`config.mk`:
```
export PLATFORM = sky130hd
export DESIGN_NAME = alu_req_arbiter_flat
export DESIGN_NICKNAME = d
export VERILOG_FILES = /design/src/rtl/alu_req_arbiter_if.sv /design/src/rtl/alu_req_arbiter.sv /design/src/flat_wrapper.sv
export SDC_FILE = /design/constraint.sdc
export NUM_CORES = 1
export LEC_CHECK = 0
export ABC_AREA = 1
export CORE_ASPECT_RATIO = 0.9
export CORE_UTILIZATION = 68
export CTS_CLUSTER_SIZE = 8
export DETAILED_ROUTE_END_ITERATION = 12
export DONT_BUFFER_PORTS = 1
export PLACE_DENSITY = 0.84
export SLEW_MARGIN = 5
export SYNTH_ARGS = -nofsm -noshare
export SYNTH_HDL_FRONTEND = slang
export SYNTH_SLANG_ARGS = --single-unit
export TNS_END_PERCENT = 20
```
`constraint.sdc`:
```
create_clock -name clk -period 4.7 [get_ports clk]
set_input_delay 0.94 -clock clk [delete_from_list [all_inputs] [get_ports clk]]
set_output_delay 0.94 -clock clk [all_outputs]
set_load 0.01 [all_outputs]
```
`src/rtl/alu_req_arbiter_if.sv`:
```
// Requester-side bus of alu_req_arbiter: two request/operand ports plus the shared
// one-hot ack, error flag, result, busy and grant index.
interface alu_req_arbiter_if #(
  parameter int unsigned W = 16
);
  logic [1:0]     req_i;
  logic [3:0]     op0_i;
  logic [W-1:0]   a0_i;
  logic [W-1:0]   b0_i;
  logic [3:0]     op1_i;
  logic [W-1:0]   a1_i;
  logic [W-1:0]   b1_i;
  logic [1:0]     ack_o;
  logic           err_o;
  logic [2*W-1:0] result_o;
  logic           busy_o;
  logic           gnt_id_o;

  // Arbiter side.
  modport slave (
    input  req_i, op0_i, a0_i, b0_i, op1_i, a1_i, b1_i,
    output ack_o, err_o, result_o, busy_o, gnt_id_o
  );

  // Requester side.
  modport master (
    output req_i, op0_i, a0_i, b0_i, op1_i, a1_i, b1_i,
    input  ack_o, err_o, result_o, busy_o, gnt_id_o
  );
endinterface

```
`src/rtl/alu_req_arbiter.sv`:
```
// Round-robin arbiter sharing one ALU between two requesters; all outputs registered.
// Define ARB_TIMEOUT_EN to add a WAIT-state watchdog of TIMEOUT_CYC cycles.
module alu_req_arbiter #(
  parameter int unsigned W = 16
`ifdef ARB_TIMEOUT_EN
  ,
  parameter int unsigned TIMEOUT_CYC = 64
`endif
) (
  input  logic                  clk,
  input  logic                  rst_b,
  alu_req_arbiter_if.slave      req_bus,
  output logic [3:0]            alu_s,
  output logic [W-1:0]          alu_a,
  output logic [W-1:0]          alu_b,
  output logic                  alu_start,
  input  logic                  alu_finish,
  input  logic [2*W-1:0]        alu_result
);

  localparam logic [1:0] StIdle  = 2'd0;
  localparam logic [1:0] StStart = 2'd1;
  localparam logic [1:0] StWait  = 2'd2;
  localparam logic [1:0] StResp  = 2'd3;

  localparam logic [3:0] MaxLegalOp = 4'd3;

`ifdef ARB_TIMEOUT_EN
  localparam int unsigned    CntW     = $clog2(TIMEOUT_CYC) + 1;
  localparam logic [CntW-1:0] CntLimit = CntW'(TIMEOUT_CYC - 1);
  localparam logic [CntW-1:0] CntMax   = '1;

  logic [CntW-1:0] cnt_q, cnt_d;
`endif

  logic [1:0]     state_q, state_d;
  logic           last_q, last_d;
  logic           err_flag_q, err_flag_d;
  logic           gnt_q, gnt_d;
  logic [3:0]     alu_s_q, alu_s_d;
  logic [W-1:0]   alu_a_q, alu_a_d;
  logic [W-1:0]   alu_b_q, alu_b_d;
  logic           alu_start_q, alu_start_d;
  logic [1:0]     ack_q, ack_d;
  logic           err_q, err_d;
  logic [2*W-1:0] result_q, result_d;
  logic           busy_q, busy_d;

  logic           win_id;
  logic [3:0]     op_sel;
  logic [W-1:0]   a_sel;
  logic [W-1:0]   b_sel;

  // A lone requester always wins; on a tie the one not served last wins.
  always_comb begin
    if (req_bus.req_i == 2'b01) begin
      win_id = 1'b0;
    end else if (req_bus.req_i == 2'b10) begin
      win_id = 1'b1;
    end else begin
      win_id = ~last_q;
    end
    op_sel = win_id ? req_bus.op1_i : req_bus.op0_i;
    a_sel  = win_id ? req_bus.a1_i  : req_bus.a0_i;
    b_sel  = win_id ? req_bus.b1_i  : req_bus.b0_i;
  end

  always_comb begin
    state_d    = state_q;
    last_d     = last_q;
    err_flag_d = err_flag_q;
    gnt_d      = gnt_q;
    alu_s_d    = alu_s_q;
    alu_a_d    = alu_a_q;
    alu_b_d    = alu_b_q;
    result_d   = result_q;
`ifdef ARB_TIMEOUT_EN
    cnt_d      = cnt_q;
`endif

    case (state_q)
      StIdle: begin
        if (req_bus.req_i != 2'b00) begin
          gnt_d   = win_id;
          alu_s_d = op_sel;
          alu_a_d = a_sel;
          alu_b_d = b_sel;
          if (op_sel <= MaxLegalOp) begin
            state_d    = StStart;
            err_flag_d = 1'b0;
          end else begin
            // Illegal opcode never reaches the ALU.
            state_d    = StResp;
            err_flag_d = 1'b1;
            result_d   = '0;
          end
        end
      end

      StStart: begin
        state_d = StWait;
`ifdef ARB_TIMEOUT_EN
        cnt_d   = '0;
`endif
      end

      StWait: begin
        if (alu_finish) begin
          state_d    = StResp;
          err_flag_d = 1'b0;
          result_d   = alu_result;
`ifdef ARB_TIMEOUT_EN
        end else if (cnt_q >= CntLimit) begin
          state_d    = StResp;
          err_flag_d = 1'b1;
          result_d   = '0;
        end else if (cnt_q != CntMax) begin
          cnt_d = cnt_q + 1'b1;
`endif
        end
      end

      StResp: begin
        state_d = StIdle;
        last_d  = gnt_q;
      end

      default: begin
        state_d = StIdle;
      end
    endcase
  end

  // Output strobes lag the state by one edge so every port comes straight from a flop.
  always_comb begin
    alu_start_d = (state_q == StStart);
    ack_d       = 2'b00;
    err_d       = 1'b0;
    if (state_q == StResp) begin
      ack_d[gnt_q] = 1'b1;
      err_d        = err_flag_q;
    end
    busy_d = (state_d != StIdle);
  end

  always_ff @(posedge clk) begin
    if (!rst_b) begin
      state_q     <= StIdle;
      last_q      <= 1'b1;
      err_flag_q  <= 1'b0;
      gnt_q       <= 1'b0;
      alu_s_q     <= '0;
      alu_a_q     <= '0;
      alu_b_q     <= '0;
      alu_start_q <= 1'b0;
      ack_q       <= 2'b00;
      err_q       <= 1'b0;
      result_q    <= '0;
      busy_q      <= 1'b0;
`ifdef ARB_TIMEOUT_EN
      cnt_q       <= '0;
`endif
    end else begin
      state_q     <= state_d;
      last_q      <= last_d;
      err_flag_q  <= err_flag_d;
      gnt_q       <= gnt_d;
      alu_s_q     <= alu_s_d;
      alu_a_q     <= alu_a_d;
      alu_b_q     <= alu_b_d;
      alu_start_q <= alu_start_d;
      ack_q       <= ack_d;
      err_q       <= err_d;
      result_q    <= result_d;
      busy_q      <= busy_d;
`ifdef ARB_TIMEOUT_EN
      cnt_q       <= cnt_d;
`endif
    end
  end

  assign alu_s     = alu_s_q;
  assign alu_a     = alu_a_q;
  assign alu_b     = alu_b_q;
  assign alu_start = alu_start_q;

  assign req_bus.ack_o    = ack_q;
  assign req_bus.err_o    = err_q;
  assign req_bus.result_o = result_q;
  assign req_bus.busy_o   = busy_q;
  assign req_bus.gnt_id_o = gnt_q;

endmodule

```
`src/flat_wrapper.sv`:
```
// flat-port wrapper written by rule: the top's interface ports become plain ports
module alu_req_arbiter_flat 
#(
  parameter int unsigned W = 16

)
  (clk, rst_b, alu_s, alu_a, alu_b, alu_start, alu_finish, alu_result, req_bus_req_i, req_bus_op0_i, req_bus_a0_i, req_bus_b0_i, req_bus_op1_i, req_bus_a1_i, req_bus_b1_i, req_bus_ack_o, req_bus_err_o, req_bus_result_o, req_bus_busy_o, req_bus_gnt_id_o);
  alu_req_arbiter_if #(.W(W)) req_bus_i ();
  input  logic clk;
  input  logic rst_b;
  output logic [3:0] alu_s;
  output logic [W-1:0] alu_a;
  output logic [W-1:0] alu_b;
  output logic alu_start;
  input  logic alu_finish;
  input  logic [2*W-1:0] alu_result;
  input wire logic [$bits(req_bus_i.req_i)-1:0] req_bus_req_i;
  input wire logic [$bits(req_bus_i.op0_i)-1:0] req_bus_op0_i;
  input wire logic [$bits(req_bus_i.a0_i)-1:0] req_bus_a0_i;
  input wire logic [$bits(req_bus_i.b0_i)-1:0] req_bus_b0_i;
  input wire logic [$bits(req_bus_i.op1_i)-1:0] req_bus_op1_i;
  input wire logic [$bits(req_bus_i.a1_i)-1:0] req_bus_a1_i;
  input wire logic [$bits(req_bus_i.b1_i)-1:0] req_bus_b1_i;
  output wire logic [$bits(req_bus_i.ack_o)-1:0] req_bus_ack_o;
  output wire logic [$bits(req_bus_i.err_o)-1:0] req_bus_err_o;
  output wire logic [$bits(req_bus_i.result_o)-1:0] req_bus_result_o;
  output wire logic [$bits(req_bus_i.busy_o)-1:0] req_bus_busy_o;
  output wire logic [$bits(req_bus_i.gnt_id_o)-1:0] req_bus_gnt_id_o;
  assign req_bus_i.req_i = req_bus_req_i;
  assign req_bus_i.op0_i = req_bus_op0_i;
  assign req_bus_i.a0_i = req_bus_a0_i;
  assign req_bus_i.b0_i = req_bus_b0_i;
  assign req_bus_i.op1_i = req_bus_op1_i;
  assign req_bus_i.a1_i = req_bus_a1_i;
  assign req_bus_i.b1_i = req_bus_b1_i;
  assign req_bus_ack_o = req_bus_i.ack_o;
  assign req_bus_err_o = req_bus_i.err_o;
  assign req_bus_result_o = req_bus_i.result_o;
  assign req_bus_busy_o = req_bus_i.busy_o;
  assign req_bus_gnt_id_o = req_bus_i.gnt_id_o;
  alu_req_arbiter #(.W(W)) u_core (.clk(clk), .rst_b(rst_b), .req_bus(req_bus_i), .alu_s(alu_s), .alu_a(alu_a), .alu_b(alu_b), .alu_start(alu_start), .alu_finish(alu_finish), .alu_result(alu_result));
endmodule
```
# --- Yosys cells after proc, flatten, opt, wreduce, memory -nomap -nowiden ---
# Index checks and enable logic that the tools add are counted.
word_totals:
  reg_bits: 78
  input_bits: 109
  out_inout_bits: 74
  wordCells: 52
op_classes:
  magnitude_cmp: 3
  n_eq_ne: 8
  n_mux: 19
  bitwise_logic: 1
  reduce_logical: 9
op_table:
  columns: ["operator", "count"]
  rows:
  - ["$mux W32", 3]
  - ["$pmux W32 S2", 1]
  - ["$mux W16", 2]
  - ["$pmux W2 S4", 1]
  - ["$eq A2 B2 Y1 const B", 3]
  - ["$mux W1", 6]
  - ["$mux W2", 3]
  - ["$reduce_bool A2 Y1", 3]
  - ["$eq A2 B1 Y1 const B", 2]
  - ["$le A4 B2 Y1 const B", 1]
  - ["$mux W4", 1]
  - ["$ne A2 B2 Y1 const B", 2]
  - ["$reduce_and A2 Y1", 2]
  - ["$reduce_and A4 Y1", 1]
  - ["$reduce_and A3 Y1", 1]
  - ["$logic_not A2 Y1", 1]
  - ["$lt A1 B2 Y1 const B", 1]
  - ["$ne A2 B1 Y1 const B", 1]
  - ["$pmux W1 S2", 1]
  - ["$demux W1 S1", 1]
  - ["$ge A1 B1 Y1 const B", 1]
  - ["$logic_and A1 B1 Y1", 1]
  - ["$not A1 Y1", 1]

# --- Longest topological paths before layout ---
depth:
  ltp_word: 9
  ltp_mapped: 12
  depth_no_buf: 10

# --- Worst setup path before layout ---
# Ideal clock, no wire load.
synth_path:
  path_kind: "input to register"
  startpoint: "input port req_bus_req_i[0]"
  endpoint: "register u_core.result_q[10] (netlist: u_core.req_bus.result_o[10])"
  setup_time_ns: 0.110
  t_arrival_ns: 1.850
  required_ns: 4.590
  setup_slack_ns: 2.740
  path_stages: 12
  path_buffers: 3
  path_cell_list: "nand2_1 nand2_2 nand2_2 buf_6 nand2_2 nand2_2 nand3_2 buf_6 buf_6 nand4_1 nand2_1 nor2_1"
synth_via:
  elab_chain_cells: 7
  elab_cells_between_ends: 10
  cone_classes: "1 x order compare; 4 x eq/ne; 3 x mux; 2 x reduce/logical"
synth_lines:
  columns: ["item", "line_no", "rtl"]
  rows:
  - ["from (decl)", "flat_wrapper.sv:17", "input wire logic [$bits(req_bus_i.req_i)-1:0] req_bus_req_i;"]
  - ["$eq A2 B2 Y1", "alu_req_arbiter.sv:58", "end else if (req_bus.req_i == 2'b10) begin"]
  - ["$mux W1", "alu_req_arbiter.sv:58", null]
  - ["$mux W1", "alu_req_arbiter.sv:56", "if (req_bus.req_i == 2'b01) begin"]
  - ["$mux W4", "alu_req_arbiter.sv:63", "op_sel = win_id ? req_bus.op1_i : req_bus.op0_i;"]
  - ["$le A4 B2 Y1", "alu_req_arbiter.sv:88", "if (op_sel <= MaxLegalOp) begin"]
  - ["$ne A2 B2 Y1 (no source line)", null, null]
  - ["$reduce_and A4 Y1 (no source line) *", null, null]
  - ["to (signal assigned)", "alu_req_arbiter.sv:174", "result_q <= result_d;"]
  - ["to (decl)", "alu_req_arbiter.sv:46", "logic [2*W-1:0] result_q, result_d;"]
# Every way passes the cells marked *; elsewhere a longest branch is shown, timed or not.
# A chain may end at the register's enable or synchronous reset.

# --- Worst setup path after layout ---
layout_path:
  startpoint: "input port req_bus_req_i[0]"
  endpoint: "register u_core.result_q[19] (netlist: u_core.req_bus.result_o[19])"
# Same word-level chain as after synthesis.

==> run metrics <==
status=complete, no violations; CP endpoint kind=register; antenna violations before repair=0; DRC=0; maxcap violations=0; final cycle utilization of the critical path=a little over 60%; kind of critical path=primary input to register; post-route minimum period=a little under 3000 ps; Reg power frac=44.1%; DR pass1 iterations=4; n_diodes=0; Worst-Margin Slew=1190 ps; setup violators final=0; vias in the first global route=3097; Pleak=around 2.1 nW; combinational power share=about a third; Int Pwr=about 1.5 mW; Worst Path Max Fanout=38; Achievable Freq=347 MHz; GRT overflow=0; root buffer cell=clkbuf_8; Initial Util=72.3%; worst-case reg-to-reg path depth=9; Hold Startpoint=u_core.err_flag_q$_SDFFE_PN0P_; global-route wire length before repair=13100 um; die footprint=5990 um2; row cnt=25; Slew Viols, Final=0; net switching power=1.05 mW; r2r startpoint=u_core.state_q[0]$_SDFF_PN0_; Setup Skew=5.65 ps; VDD IR-drop max=~420 uV; r2r endpoint=u_core.req_bus.result_o[19]$_SDFFE_PN0P_; Synth Area in Simple Gates=between 30% and 40%; Worst-Skew Late Latency=between 300 and 400 ps; sequential area share after synthesis=between 40% and 50%; Tot Pwr=roughly 2.5 mW; Cells after Synth=between 500 and 600; Avg WL per Cell=13.2 um; GRT Total Usage=28.3%; Clk pin slew, worst setup/hold paths=80 ps; hold_buf cts=0; Worst EP required=between 4000 and 5000 ps; Compound-Gate Fraction of Synth Area=under 10%; post-CTS resize count=0; Iteration-0 DRC Markers=roughly 150; area growth from synthesis to final layout=2.75%; IO buf count=0; synthesis warning total=0; hold path depth=2; Synth Area in Adders=under 10%; Synth Area in XOR/XNOR=0%; vias=3343; Mapped Nets=694; Die W=81.5 um; Die H=73.5 um; Layout Nets=between 600 and 700; final WL=8290 um; layout cells sized above 1=about 4.5%; Synth Register Bits=around 80; post-CTS setup buffer count=0; Num CTS Buffers=9; CP Launch Type=primary input; Ports=183; TNS Setup=0 ps; worst hold endpoint=u_core.req_bus.err_o$_SDFF_PN0_; CTS sink cnt=between 70 and 80; GP Congestion=approximately 0.80; EDFF count, synth=0; CP arrival=3120 ps; H-tree depth=3; Vias/cell=5.33; Fin. Hold Viols=0; mux contribution to synthesized area=0%; Avg Inst Size Synth=6.67 um2; DRT antenna net count=0; Clock Tree Buf Depth=2; largest family of logic cells by synthesized area=simple AND/OR/NAND/NOR gates; post-DP HPWL=5460 um; worst rel slew slack=about a fifth; TritonCTS clock tree=yes; sw frac=between 40% and 50%; FFs w/ async S/R, synth=0%; RSZ-0062 raised after global routing=no; synth unique cells=22; clock power share=21.4%; Power Density=641 nW/um2; largest net degree at the start of global routing=between 70 and 80; top_reg_cell synth=dfxtp_1; HP Class=register to register; R2R Setup Slk=1830 ps; area of the mapped netlist=3870 um2; Core ar.=approximately 5300 um2
[per-layer routing]
layer	global-route usage [%]	vias to the layer above	wire, um
li1	-	1732	-
met1	32.0	1473	3440
met4	10.7	0	55
met2	48.0	133	3970
met3	11.1	5	817
met5	0	-	0
[cells by family (layout without fill, tap and decap cells)]
group                    Yosys count  count (layout)
flip-flops                        78              78
buffers and inverters            154             134
AO/OA/AOI/OAI                     45              45
AND/OR/NAND/NOR                  298             298
adder cells (fa/ha/maj)            5               5
[synthesized netlist by cell type (2+ instances only)]
library cell | instances | share of area (%)
nand2_1 | 180 | 17
inv_1 | 115 | 11
dfxtp_1 | 78 | 40
nor2_1 | 44 | 4.3
nand3_1 | 37 | 4.8
o211ai_1 | 36 | 7.0
nand4_1 | 28 | 4.5
clkbuf_1 | 15 | 1.5
buf_2 | 14 | 1.8
buf_6 | 7 | 2.0
ha_1 | 5 | 1.6
nand2_2 | 5 | 0.81
o21ai_0 | 5 | 0.65
a21oi_1 | 2 | 0.26
buf_1 | 2 | 0.19
[stage by stage]
| stage | instances | worst slack, ps | utilization [%] | hold WS (ps) | cell area (um2) |
|---|---|---|---|---|---|
| 6_report | 627 | 1820 | 74.3 | 442 | 3970 |
| 4_1_cts | 627 | 1840 | 74.3 | 444 | 3970 |
| 5_1_grt | 627 | 1550 | 74.3 | 468 | 3970 |
| 2_1_floorplan | 580 | 2740 | - | 408 | 3870 |
| 3_3_place_gp | 611 | 1620 | 70.2 | 419 | 3760 |
| 3_5_place_dp | 611 | 1490 | 70.2 | 429 | 3760 |
[power by group through the flow]
stage | Clock, mW | Sequential [mW] | Combinational (mW)
after detailed placement | 0 | 1.14 | 0.865
after global routing | 0.580 | 1.15 | 1.03
after global placement | 0 | 1.14 | 0.828
after CTS | 0.557 | 1.12 | 0.878
after floorplan | 0 | 1.09 | 0.790
final | 0.544 | 1.12 | 0.878
[worst max path at each step]
stage | depth (start not counted) | slack (ps) | startpoint | end
2_1_floorplan | 12 | 2740 | req_bus_req_i[0] | u_core.req_bus.result_o[10]$_SDFFE_PN0P_
3_3_place_gp | 10 | 1620 | req_bus_req_i[0] | u_core.req_bus.result_o[15]$_SDFFE_PN0P_
3_5_place_dp | 10 | 1490 | req_bus_req_i[0] | u_core.req_bus.result_o[19]$_SDFFE_PN0P_
4_1_cts | 9 | 1840 | u_core.state_q[0]$_SDFF_PN0_ | u_core.req_bus.result_o[19]$_SDFFE_PN0P_
5_1_grt | 9 | 1550 | u_core.state_q[0]$_SDFF_PN0_ | u_core.req_bus.result_o[22]$_SDFFE_PN0P_
6_report | 10 | 1820 | req_bus_req_i[0] | u_core.req_bus.result_o[19]$_SDFFE_PN0P_
[layout by cell type, fill, tap and decap left out, drive strengths merged]
master	Yosys	routed
o21ai	6	6
ha	5	5
dfxtp	78	78
nand2	185	185
nand3	39	39
clkinv	1	3
inv	115	115
nor2	45	45
a21oi	2	2
bufinv	0	2
o211ai	36	36
nand4	28	28
nand3b	1	1
buf	23	2
a31oi	1	1
clkbuf	15	12
[critical path, cell delays in order]
cell and delay, ps:
inv_1 50, nand2_2 70, nand2_2 500, nand2_1 100, nand2_1 140, nand3_2 500
nand3_4 530, nand2_1 140, inv_1 90, nor2_1 50
[layout make-up]
| cell class | instances | area (um2) |
|---|---|---|
| Sequential cell | 78 | 1560 |
| Tap cell | 67 | 83.8 |
| Clock inverter | 4 | 70.1 |
| Clock buffer | 12 | 145 |
| Timing Repair Buffer | 2 | 15.0 |
| Multi-Input combinational cell | 348 | 1660 |
| Inverter | 116 | 435 |
| Fill cell | 463 | 1380 |
[flip-flops by register name (all words and copies together), names as in the netlist]
signal / count
u_core.err_flag_q: 1
u_core.last_q: 1
u_core.req_bus.gnt_id_o: 1
u_core.req_bus.busy_o: 1
u_core.alu_s: 4
u_core.alu_b: 16
u_core.req_bus.result_o: 32
u_core.state_q: 2
u_core.alu_a: 16
u_core.req_bus.ack_o: 2
u_core.alu_start: 1
u_core.req_bus.err_o: 1
No activity file was read; power rests on OpenSTA's default activity.
